File: config.mk
export PLATFORM = sky130hd
export DESIGN_NAME = booth_mul_ctrl_flat
export DESIGN_NICKNAME = d
export VERILOG_FILES = /design/src/rtl/booth_pkg.sv /design/src/rtl/booth_mul_ctrl_if.sv /design/src/rtl/booth_iter_cnt.sv /design/src/rtl/booth_mul_ctrl.sv /design/src/flat_wrapper.sv
export SDC_FILE = /design/constraint.sdc
export NUM_CORES = 1
export LEC_CHECK = 0
export ABC_AREA = 1
export CORE_AREA = 2 2 39 41
export DETAILED_ROUTE_END_ITERATION = 10
export DIE_AREA = 0 0 41 43
export GPL_ROUTABILITY_DRIVEN = 0
export PLACE_DENSITY = 0.83
export SLEW_MARGIN = 20
export SYNTH_ARGS = -nofsm -noshare
export SYNTH_HDL_FRONTEND = slang
export SYNTH_SLANG_ARGS = --single-unit
File: constraint.sdc
create_clock -name clk -period 2.75 [get_ports clk]
set_input_delay 0.55 -clock clk [delete_from_list [all_inputs] [get_ports clk]]
set_output_delay 0.55 -clock clk [all_outputs]
set_load 0.1 [all_outputs]
File: src/rtl/booth_pkg.sv
// Shared definitions for the Booth multiplier control unit: FSM encoding,
// default sizing and control-strobe bit positions.
package booth_pkg;

    localparam int BOOTH_WIDTH = 64;
    localparam int BOOTH_CNT_W = 7;

    localparam logic [2:0] ST_IDLE   = 3'd0;
    localparam logic [2:0] ST_INIT   = 3'd1;
    localparam logic [2:0] ST_ADD    = 3'd2;
    localparam logic [2:0] ST_SHIFT  = 3'd3;
    localparam logic [2:0] ST_OUT_LO = 3'd4;
    localparam logic [2:0] ST_OUT_HI = 3'd5;
    localparam logic [2:0] ST_DONE   = 3'd6;

    typedef enum logic [2:0] {
        IDLE   = ST_IDLE,
        INIT   = ST_INIT,
        ADD    = ST_ADD,
        SHIFT  = ST_SHIFT,
        OUT_LO = ST_OUT_LO,
        OUT_HI = ST_OUT_HI,
        DONE   = ST_DONE
    } state_t;

    // Bit positions of the strobes when viewed as a c[6:0] vector (c3 unused).
    localparam int C_INIT  = 0;
    localparam int C_ADD   = 1;
    localparam int C_SUB   = 2;
    localparam int C_SHR   = 4;
    localparam int C_OUTLO = 5;
    localparam int C_OUTHI = 6;

    // IDLE and DONE are the only states in which no operation is in flight.
    function automatic logic state_busy(input state_t s);
        return s inside {INIT, ADD, SHIFT, OUT_LO, OUT_HI};
    endfunction

endpackage

File: src/rtl/booth_mul_ctrl_if.sv
// Control-unit <-> datapath/ALU signal bundle: start request, Q feedback bits,
// datapath strobes and status.
interface booth_mul_ctrl_if;

    logic start;
    logic q0;
    logic q_m1;
    logic c0;
    logic c1;
    logic c2;
    logic c4;
    logic c5;
    logic c6;
    logic busy;
    logic done;

    // Controller side.
    modport master (
        input  start, q0, q_m1,
        output c0, c1, c2, c4, c5, c6, busy, done
    );

    // Datapath / ALU top-level side.
    modport slave (
        output start, q0, q_m1,
        input  c0, c1, c2, c4, c5, c6, busy, done
    );

endinterface

File: src/rtl/booth_iter_cnt.sv
// Booth iteration counter: cleared at operation start, stepped once per
// completed iteration, flags the final iteration (cnt == WIDTH-1).
module booth_iter_cnt #(
    parameter int WIDTH = 64,
    parameter int CNT_W = 7
) (
    input  logic clk,
    input  logic rst,
    input  logic clr,
    input  logic inc,
    output logic last
);

    logic [CNT_W-1:0] cnt_reg;

    always_ff @(posedge clk or posedge rst) begin
        if (rst) begin
            cnt_reg <= '0;
        end else if (clr) begin
            cnt_reg <= '0;
        end else if (inc && !last) begin
            // Holding at WIDTH-1 keeps the counter inside CNT_W even when
            // CNT_W only just covers WIDTH-1; the FSM leaves the loop anyway.
            cnt_reg <= cnt_reg + CNT_W'(1);
        end
    end

    assign last = (cnt_reg == CNT_W'(WIDTH - 1));

endmodule

File: src/rtl/booth_mul_ctrl.sv
// Sequencer for the radix-2 Booth multiplier datapath (A, Q, Q(-1), M).
// Optional build macro BOOTH_SKIP_EN: shift directly from ADD when no add/sub is needed.
module booth_mul_ctrl
    import booth_pkg::*;
#(
    parameter int WIDTH = BOOTH_WIDTH,
    parameter int CNT_W = BOOTH_CNT_W
) (
    input  logic              clk,
    input  logic              rst,
    booth_mul_ctrl_if.master  bus
);

    state_t state_reg;
    state_t state_next;

    logic cnt_clr;
    logic cnt_inc;
    logic cnt_last;

    logic c0_next;
    logic c1_next;
    logic c2_next;
    logic c4_next;
    logic c5_next;
    logic c6_next;
    logic done_next;

    booth_iter_cnt #(
        .WIDTH (WIDTH),
        .CNT_W (CNT_W)
    ) u_iter_cnt (
        .clk  (clk),
        .rst  (rst),
        .clr  (cnt_clr),
        .inc  (cnt_inc),
        .last (cnt_last)
    );

    always_ff @(posedge clk or posedge rst) begin
        if (rst) begin
            state_reg <= IDLE;
        end else begin
            state_reg <= state_next;
        end
    end

    // All strobes decode from state_reg (plus q0/q_m1 in ADD), so the async
    // reset drives every output low without waiting for a clock edge.
    always_comb begin
        state_next = state_reg;
        cnt_clr    = 1'b0;
        cnt_inc    = 1'b0;
        c0_next    = 1'b0;
        c1_next    = 1'b0;
        c2_next    = 1'b0;
        c4_next    = 1'b0;
        c5_next    = 1'b0;
        c6_next    = 1'b0;
        done_next  = 1'b0;

        case (state_reg)
            IDLE: begin
                if (bus.start) begin
                    state_next = INIT;
                end
            end
            INIT: begin
                c0_next    = 1'b1;
                cnt_clr    = 1'b1;
                state_next = ADD;
            end
            ADD: begin
                c1_next = ~bus.q0 &  bus.q_m1;
                c2_next =  bus.q0 & ~bus.q_m1;
`ifdef BOOTH_SKIP_EN
                if (bus.q0 == bus.q_m1) begin
                    c4_next    = 1'b1;
                    cnt_inc    = 1'b1;
                    state_next = cnt_last ? OUT_LO : ADD;
                end else begin
                    state_next = SHIFT;
                end
`else
                state_next = SHIFT;
`endif
            end
            SHIFT: begin
                c4_next    = 1'b1;
                cnt_inc    = 1'b1;
                state_next = cnt_last ? OUT_LO : ADD;
            end
            OUT_LO: begin
                c5_next    = 1'b1;
                state_next = OUT_HI;
            end
            OUT_HI: begin
                c6_next    = 1'b1;
                state_next = DONE;
            end
            DONE: begin
                done_next  = 1'b1;
                state_next = IDLE;
            end
            default: begin
                state_next = IDLE;
            end
        endcase
    end

    assign bus.c0   = c0_next;
    assign bus.c1   = c1_next;
    assign bus.c2   = c2_next;
    assign bus.c4   = c4_next;
    assign bus.c5   = c5_next;
    assign bus.c6   = c6_next;
    assign bus.done = done_next;
    assign bus.busy = state_busy(state_reg);

endmodule
File: src/flat_wrapper.sv
// flat-port wrapper written by rule: the top's interface ports become plain ports
module booth_mul_ctrl_flat import booth_pkg::*;
#(
    parameter int WIDTH = BOOTH_WIDTH,
    parameter int CNT_W = BOOTH_CNT_W
)
  (clk, rst, bus_start, bus_q0, bus_q_m1, bus_c0, bus_c1, bus_c2, bus_c4, bus_c5, bus_c6, bus_busy, bus_done);
  booth_mul_ctrl_if bus_i ();
  input  logic clk;
  input  logic rst;
  input wire logic [$bits(bus_i.start)-1:0] bus_start;
  input wire logic [$bits(bus_i.q0)-1:0] bus_q0;
  input wire logic [$bits(bus_i.q_m1)-1:0] bus_q_m1;
  output wire logic [$bits(bus_i.c0)-1:0] bus_c0;
  output wire logic [$bits(bus_i.c1)-1:0] bus_c1;
  output wire logic [$bits(bus_i.c2)-1:0] bus_c2;
  output wire logic [$bits(bus_i.c4)-1:0] bus_c4;
  output wire logic [$bits(bus_i.c5)-1:0] bus_c5;
  output wire logic [$bits(bus_i.c6)-1:0] bus_c6;
  output wire logic [$bits(bus_i.busy)-1:0] bus_busy;
  output wire logic [$bits(bus_i.done)-1:0] bus_done;
  assign bus_i.start = bus_start;
  assign bus_i.q0 = bus_q0;
  assign bus_i.q_m1 = bus_q_m1;
  assign bus_c0 = bus_i.c0;
  assign bus_c1 = bus_i.c1;
  assign bus_c2 = bus_i.c2;
  assign bus_c4 = bus_i.c4;
  assign bus_c5 = bus_i.c5;
  assign bus_c6 = bus_i.c6;
  assign bus_busy = bus_i.busy;
  assign bus_done = bus_i.done;
  booth_mul_ctrl #(.WIDTH(WIDTH), .CNT_W(CNT_W)) u_core (.clk(clk), .rst(rst), .bus(bus_i));
endmodule
After elaboration in Yosys (flattened, before gate mapping). Index checks and enable logic that the tools add are counted.

Multiplexer cells: 12. Shifts and indexed selects: 0. $lt $le $gt $ge: 0. Reductions and logical operators: 5. $mul: 0. Bitwise operators: 4. Add/subtract/negate cells: 1. Div/mod/pow operators: 0. Equal/unequal tests: 8.

Operators with widths (number): $pmux 3 s6 (1); $mux 7 (2); $eq 3x3->1 const B (3); $add 7x1->7 const B (1); $eq 7x6->1 const B (1); $mux 1 (7); $eq 3x2->1 const B (2); $mux 3 (2); $reduce_bool 5->1 (1); $eq 3x1->1 const B (1); $logic_not 3->1 (1); $and 1x1->1 (2); $ne 2x2->1 const B (1); $not 1->1 (2); $reduce_bool 2->1 (1); $logic_and 1x1->1 (1); $logic_not 1->1 (1).

Memories kept: 0. Bits of input ports: 5. ROM bits: 0. Bits in latches: 0. Output and inout port bits: 8. RAM bits: 0. Register bits after elaboration: 10.

Longest topological paths before layout. Gate-level depths: netlist of run 1.

Word-level depth: 5. Gate-level depth with buffers: 7. Mapped depth without buffers: 7.

Cells and area by module. A second synthesis of run 1 with hierarchy kept.

Cells, all modules: 90. Area total of the unflattened synthesis: 625.6 um2.

Modules (own cells, without submodules): booth_iter_cnt (area each 417.9 um2, seq. area each 175.2 um2, cells each 56, instances 1); booth_mul_ctrl (area each 207.7 um2, seq. area each 75.1 um2, cells each 34, instances 1).

Least setup slack after synthesis of run 1. OpenSTA, ideal clock, no wires.

Kind: flip-flop to output port. Start point: reg u_core.state_reg[2]. End point: out bus_busy. Data required time: 2.200 ns. Path buffers: 0. Stages on the path, launching flop included: 4. Path slack: -0.491 ns. Arrival: 2.691 ns. Cell sequence: dfrtp_1 nand2_1 inv_1 o21ai_0.

Longest elaborated chain between the ends: 2. Elaborated cells on any way between the ends: 6. Classes of those cells: 5 x eq/ne; 1 x reduce/logical.

Ends and longest elaborated chain: from (decl) (RTL line booth_mul_ctrl.sv:14) `state_t state_reg;`; from (signal assigned) (RTL line booth_mul_ctrl.sv:44) `state_reg <= state_next;`; $eq 3x1->1 (tied with other cells) (RTL line booth_pkg.sv:36) `return s inside {INIT, ADD, SHIFT, OUT_LO, OUT_HI};`; $reduce_bool 5->1 * (RTL line booth_pkg.sv:36); to (decl) (RTL line flat_wrapper.sv:20) `output wire logic [$bits(bus_i.busy)-1:0] bus_busy;`.

Mark *: on every way between the ends. The rest lies on a longest branch, timed or not.

Worst setup path after layout of run 1.
Start point: in bus_q_m1. End point: out bus_c1.

Longest elaborated chain between the ends: 2.

Ends and longest elaborated chain: from (decl) (RTL line flat_wrapper.sv:13) `input wire logic [$bits(bus_i.q_m1)-1:0] bus_q_m1;`; $and 1x1->1 (RTL line booth_mul_ctrl.sv:74) `c1_next = ~bus.q0 & bus.q_m1;`; $mux 1 (RTL line booth_mul_ctrl.sv:62) `case (state_reg)`; to (decl) (RTL line flat_wrapper.sv:15) `output wire logic [$bits(bus_i.c1)-1:0] bus_c1;`.

No other way between the ends.

==> results of run 1 <==
tightest hold or removal path, delay by kind of cell (launching register included):
| family | cells | cell delay, ns |
|---|---|---|
| flip-flops | 1 | 0.38 |
| AND/OR/NAND/NOR | 2 | 0.11 |
cells by family (layout without fill, tap and decap cells):
group / after synthesis / count (layout)
simple gates: 54 / 54
compound gates: 4 / 4
xor+xnor: 1 / 1
fa+ha+maj: 1 / 1
buf+inv: 15 / 30
flops: 10 / 10
synthesized netlist by cell type (all sizes together):
library cell   n  area share (%)
a211oi         1             1.2
dfrtp         10              40
ha             1             2.0
inv           15             9.0
nand2         30              18
nand3          8             9.2
nand3b         1             1.2
nand4          2             2.0
nor2          11              11
nor3           1            0.80
nor4           1             1.0
o211ai         1             1.2
o21ai          1            0.80
o21bai         1             1.2
xor2           1             1.4
area by class of cell:
| cell class | instances | area share, % |
|---|---|---|
| clock buffers | 3 | 2.81 |
| inverters | 15 | 7.03 |
| multi-input cells | 60 | 40.8 |
| flip-flops and latches | 10 | 31.3 |
| well taps | 16 | 2.50 |
| repair buffers | 12 | 15.6 |
per-stage QoR:
| step | util, % | hold slack [ns] | setup WS [ns] | area [um2] |
|---|---|---|---|---|
| floorplan | - | 0.390 | 0.267 | 633 |
| global route | 57.9 | 0.532 | 0.612 | 801 |
| CTS | 57.9 | 0.514 | 0.660 | 801 |
| detailed placement | 56.2 | 0.499 | 0.659 | 778 |
| global placement | 56.2 | 0.489 | 0.706 | 778 |
| finish | 57.9 | 0.513 | 0.669 | 801 |
worst paths after layout:
check | startpoint | end | slack (ns) | cells past startpoint
setup reg to reg | u_core.u_iter_cnt.cnt_reg[1]$_DFFE_PP0P_ | u_core.u_iter_cnt.cnt_reg[1]$_DFFE_PP0P_ | 1.36 | 7
max in group asynchronous | rst | u_core.u_iter_cnt.cnt_reg[6]$_DFFE_PP0P_ | 1.91 | 2
min in group asynchronous | rst | u_core.state_reg[1]$_DFFE_PP0P_ | 0.56 | 2
setup / recovery | bus_q_m1 | bus_c1 | 0.67 | 4
hold reg to reg | u_core.u_iter_cnt.cnt_reg[6]$_DFFE_PP0P_ | u_core.u_iter_cnt.cnt_reg[6]$_DFFE_PP0P_ | 0.51 | 2
hold / removal | u_core.u_iter_cnt.cnt_reg[6]$_DFFE_PP0P_ | u_core.u_iter_cnt.cnt_reg[6]$_DFFE_PP0P_ | 0.51 | 2
per-layer routing:
metal	wire length (um)	vias up
li1	-	298
met1	576	273
met2	719	11
met3	32	0
met4	0	0
met5	0	-
power groups by stage:
stage,Combinational (mW),Sequential (mW),Clock [mW]
after floorplan,0.0159,0.150,0
after global placement,0.0296,0.150,0
after detailed placement,0.0301,0.150,0
after CTS,0.0301,0.147,0.0973
after global routing,0.0318,0.147,0.104
final,0.0298,0.147,0.0942
==> reports/qor.yml, run 1 <==
track_usage_pct: 19.4
port_buffers: 12
use_met1_pct: 27.8
multiInputGateArea_um2: 327
synth-xor-area-share_pct: 1.39
min_period_ns: 2.08
tightest_slew_ns: 0.380
first_global_vias: 535
largest_register_ffs: 7
yosys.area_share.adder_pct: 1.99
ys_seq_elements: 10
p_sw_mw: 0.0619
antenna_found_initial: 0
crit_slowest_cell: "clkdlybuf4s50_1"
cp_max_fo: 2
yosys_warnings: 0
max_slew_margin_pct: 74.7
grt_overflow: 0
seq_area_um2: 250
drtAntennaViolNets: 0
place_inst: 113
p_leak_nw: 0.430
drt-total-wl_um: 1330
switching_share_pct: 22.8
endpoint_kind: "output pin"
setup_tns_ns: 0
busiest_layer: "met2"
crit_path_start_kind: "primary input"
max_stage_delay_ns: 0.45
fmaxAchievable_mhz: 480
drv_cap: 0
cts_buffer_depth: 2
synth_top_family_by_area: "simple AND/OR/NAND/NOR gates"
p_total_mw: 0.271
cts-htree-levels: 1
path_buf_inv: 3
dieWidth_um: 41
finalNonFillerCells: 116
ctsResizeCount: 0
post_cts_buffers: 0
synth_compound_area_share_pct: 4.38
met2_usage_pct: 29.1
syn_area_um2: 628
io-pin-count: 13
powerDensity_nw_per_um2: 339
synthSimpleGateAreaFrac_pct: 43.4
hp-class: "reg2reg"
final_common_cell: "nand2_1"
clock-sinks: 10
core_area_um2: 1380
num_antenna_cells: 0
grt_max_degree: 11
arrival_ns: 1.53
final_cell_mix: "nand2_1 (30), inv_1 (11), dfrtp_1 (10), nor2_1 (7)"
fillers: 130
fp-row-count: 14
dieArea_um2: 1760
first_iter_violations: 12
cts_tree: "built"
start_util_pct: 45.4
syn_to_final_growth_pct: 27.5
dr.pass1.iters: 4
hold_buffers: 0
internal-power_mw: 0.209
clkTransAtPathRegs_ns: 0.06
drive_above_1_share_pct: 22.0
cp_cell_sequence: "clkdlybuf4s50_1 > inv_1 > nor3_2 > buf_12"
ys_types: 19
synthCells: 85
cts_buffers: 3
status: "finished, final reports clean"
ir_drop_mv: 0.254
hpwl_um: 1040
combPwrFrac_pct: 11.0
hold_viol: 0
grt_pass1_wl_um: 2320
vias: 582
finalClockSkew_ns: 0.00615
synth_seq_area_share_pct: 39.8
drc_errors: 0
wl_per_cell_um: 11.4
setup_viol_count_final: 0
chipHeight_um: 43
viasPerCell: 5.02
clk_latency_ns: 0.26
slew_violations: 0
clockPowerShare_pct: 34.8
required_ns: 2.20
finalCritPeriodShare_pct: 75.7
rsz0062_at_grt: "false"
syn-mean-instance-area_um2: 7.39
synth.area.mux_share_pct: 0
root_buffer: "clkbuf_4"
path_delay_family: "buffers and inverters"
met3_usage_pct: 1.57
syn_nets: 91
critical_path_class: "in2out"
p_seq_share_pct: 54.3
nNetsFinal: 108
(Power assumes the default switching activity.)
==> run 2, diff against run 1 <==
CORE_AREA = default   (was 2 2 39 41)
CORE_UTILIZATION = 48   (was default)
DIE_AREA = default   (was 0 0 41 43)
PLACE_DENSITY = 0.85   (was 0.83)
clock period = 2.2 ns   (was 2.75 ns; I/O delays follow)
==> run 2 against run 1 <==
Compared with the run above:
- sequential cell count unchanged
- register-to-register slack got worse by 0.50 ns
- die area decreased by 17%
- global-route usage up 3.9 points
- count of clock-buffer cells in the layout increased by 1
- largest power group unchanged
- wire length is 2.9% higher
- first-iteration DRC count down 33%
- critical path depth increased by 1
- core utilization increased by 19 points
- largest cell class unchanged
- clock power grew 75%
- worst setup slack got worse by 0.34 ns
==> reports/qor.yml, run 2 (same netlist as run 1, synthesis figures left out) <==
status: "finished, final reports clean"  # unchanged
chipHeight_um: 38.2  # was 43 um
setup_viol_count_final: 0  # unchanged
clk_latency_ns: 0.26  # about the same
multiInputGateArea_um2: 333  # was 327 um2
seq_area_um2: 250  # unchanged
final_cell_mix: "nand2_1 (30), inv_1 (11), dfrtp_1 (10), buf_12 (8)"  # was nand2_1 (30), inv_1 (11), dfrtp_1 (10), nor2_1 (7)
hold_buffers: 0  # unchanged
hold_viol: 0  # unchanged
fin_util_pct: 77.3  # was 57.9%
cts_buffer_depth: 2  # unchanged
max_slew_margin_pct: 74.6  # was 74.7%
fp-row-count: 12  # was 14
post_cts_buffers: 0  # unchanged
finalCritPeriodShare_pct: 85.1
finalNonFillerCells: 115  # was 116
wl_per_cell_um: 11.9  # was 11.4 um
cts_buffers: 3  # unchanged
dieWidth_um: 38.2  # was 41 um
drtAntennaViolNets: 0  # unchanged
met3_usage_pct: 3.49  # was 1.57%
hpwl_um: 1120  # was 1040 um
switching_share_pct: 22.6  # was 22.8%
dieArea_um2: 1460  # was 1760 um2
p_leak_nw: 0.458  # was 0.430 nW
met2_usage_pct: 40.7  # was 29.1%
cts_tree: "built"  # unchanged
ctsResizeCount: 0  # unchanged
clkTransAtPathRegs_ns: 0.07  # was 0.06 ns
p_sw_mw: 0.0872  # was 0.0619 mW
slew_violations: 0  # unchanged
drc_errors: 0  # unchanged
finalClockSkew_ns: 0.00184  # was 0.00615 ns
cp_max_fo: 4  # was 2
first_global_vias: 555  # was 535
io-pin-count: 13  # unchanged
syn_to_final_growth_pct: 42.2  # was 27.5%
use_met1_pct: 27.8  # about the same
first_iter_violations: 8  # was 12
num_antenna_cells: 0  # unchanged
internal-power_mw: 0.299  # was 0.209 mW
place_inst: 111  # was 113
vias: 582  # unchanged
endpoint_kind: "output pin"  # unchanged
root_buffer: "clkbuf_4"  # unchanged
cts-htree-levels: 1  # unchanged
drv_cap: 0  # unchanged
drt-total-wl_um: 1370  # was 1330 um
clockPowerShare_pct: 42.8  # was 34.8%
ir_drop_mv: 0.436  # was 0.254 mV
crit_path_start_kind: "flop"  # was primary input
dr.pass1.iters: 4  # unchanged
antenna_found_initial: 0  # unchanged
nNetsFinal: 108  # unchanged
busiest_layer: "met2"  # unchanged
port_buffers: 12  # unchanged
tightest_slew_ns: 0.381  # was 0.380 ns
arrival_ns: 1.43  # was 1.53 ns
grt_overflow: 0  # unchanged
rsz0062_at_grt: "false"  # unchanged
final_common_cell: "nand2_1"  # unchanged
required_ns: 1.76  # was 2.20 ns
hp-class: "in2async"  # was reg2reg
core_area_um2: 1160  # was 1380 um2
p_seq_share_pct: 47.5  # was 54.3%
fillers: 80  # was 130
drive_above_1_share_pct: 24.8  # was 22.0%
powerDensity_nw_per_um2: 433  # was 339 nW/um2
grt_max_degree: 11  # unchanged
p_total_mw: 0.386  # was 0.271 mW
setup_tns_ns: 0  # unchanged
viasPerCell: 5.06  # was 5.02
critical_path_class: "reg2out"  # was in2out
clock-sinks: 10  # unchanged
combPwrFrac_pct: 9.7  # was 11.0%
largest_register_ffs: 7  # unchanged
min_period_ns: 1.87
start_util_pct: 54.3  # was 45.4%
track_usage_pct: 23.3  # was 19.4%
fmaxAchievable_mhz: 534
grt_pass1_wl_um: 2260  # was 2320 um
[run 2: cell types whose count changed in the layout (fill, tap and decap cells not counted), sizes merged]
cell,previous run,this run
clkbuf,3,4
[run 2: power groups by stage]
| stage | sequential (mW) | combinational [mW] | clock [mW] |
|---|---|---|---|
| floorplan | 0.187 | 0.0203 | 0 |
| global placement | 0.187 | 0.0374 | 0 |
| detailed placement | 0.187 | 0.0381 | 0 |
| CTS | 0.184 | 0.0381 | 0.166 |
| global route | 0.184 | 0.0394 | 0.173 |
| finish | 0.184 | 0.0374 | 0.165 |
[run 2: worst paths after layout]
check / start / depth (start not counted) / slack [ns] / endpoint
setup reg to reg: u_core.u_iter_cnt.cnt_reg[1]$_DFFE_PP0P_ / 7 / 0.86 / u_core.u_iter_cnt.cnt_reg[5]$_DFFE_PP0P_
hold reg to reg: u_core.u_iter_cnt.cnt_reg[0]$_DFFE_PP0P_ / 2 / 0.51 / u_core.u_iter_cnt.cnt_reg[0]$_DFFE_PP0P_
max in group asynchronous: rst / 2 / 1.48 / u_core.state_reg[1]$_DFFE_PP0P_
min in group clk: u_core.u_iter_cnt.cnt_reg[0]$_DFFE_PP0P_ / 2 / 0.51 / u_core.u_iter_cnt.cnt_reg[0]$_DFFE_PP0P_
hold / removal: rst / 2 / 0.45 / u_core.u_iter_cnt.cnt_reg[0]$_DFFE_PP0P_
setup / recovery: u_core.state_reg[1]$_DFFE_PP0P_ / 5 / 0.33 / bus_c1
[run 2: per-stage QoR]
stage / hold WS, ns / setup WS, ns / area, um2
2_1_floorplan: 0.280 / -0.0615 / 639
3_3_place_gp: 0.488 / 0.368 / 857
3_5_place_dp: 0.495 / 0.350 / 857
4_1_cts: 0.462 / 0.320 / 893
5_1_grt: 0.493 / 0.229 / 893
6_report: 0.446 / 0.328 / 893
[run 2: per-layer routing]
metal  up-vias  wire length, um
met4         0               10
met1       274              585
met5         -                0
met3         2               31
li1        300                -
met2         6              738
[run 2: area by class of cell]
| class | instances | share of cell area [%] |
|---|---|---|
| Inverter | 15 | 6.30 |
| Multi-Input combinational cell | 60 | 37.3 |
| Clock buffer | 4 | 4.06 |
| Tap cell | 14 | 1.96 |
| Sequential cell | 10 | 28.0 |
| Timing Repair Buffer | 12 | 22.4 |
[run 2: worst max-delay path, stage by stage, from the launching register on]
cell	delay (ns)
dfrtp_1	0.46
inv_2	0.09
nor2_1	0.09
nand2_1	0.11
nor3_2	0.20
buf_12	0.21
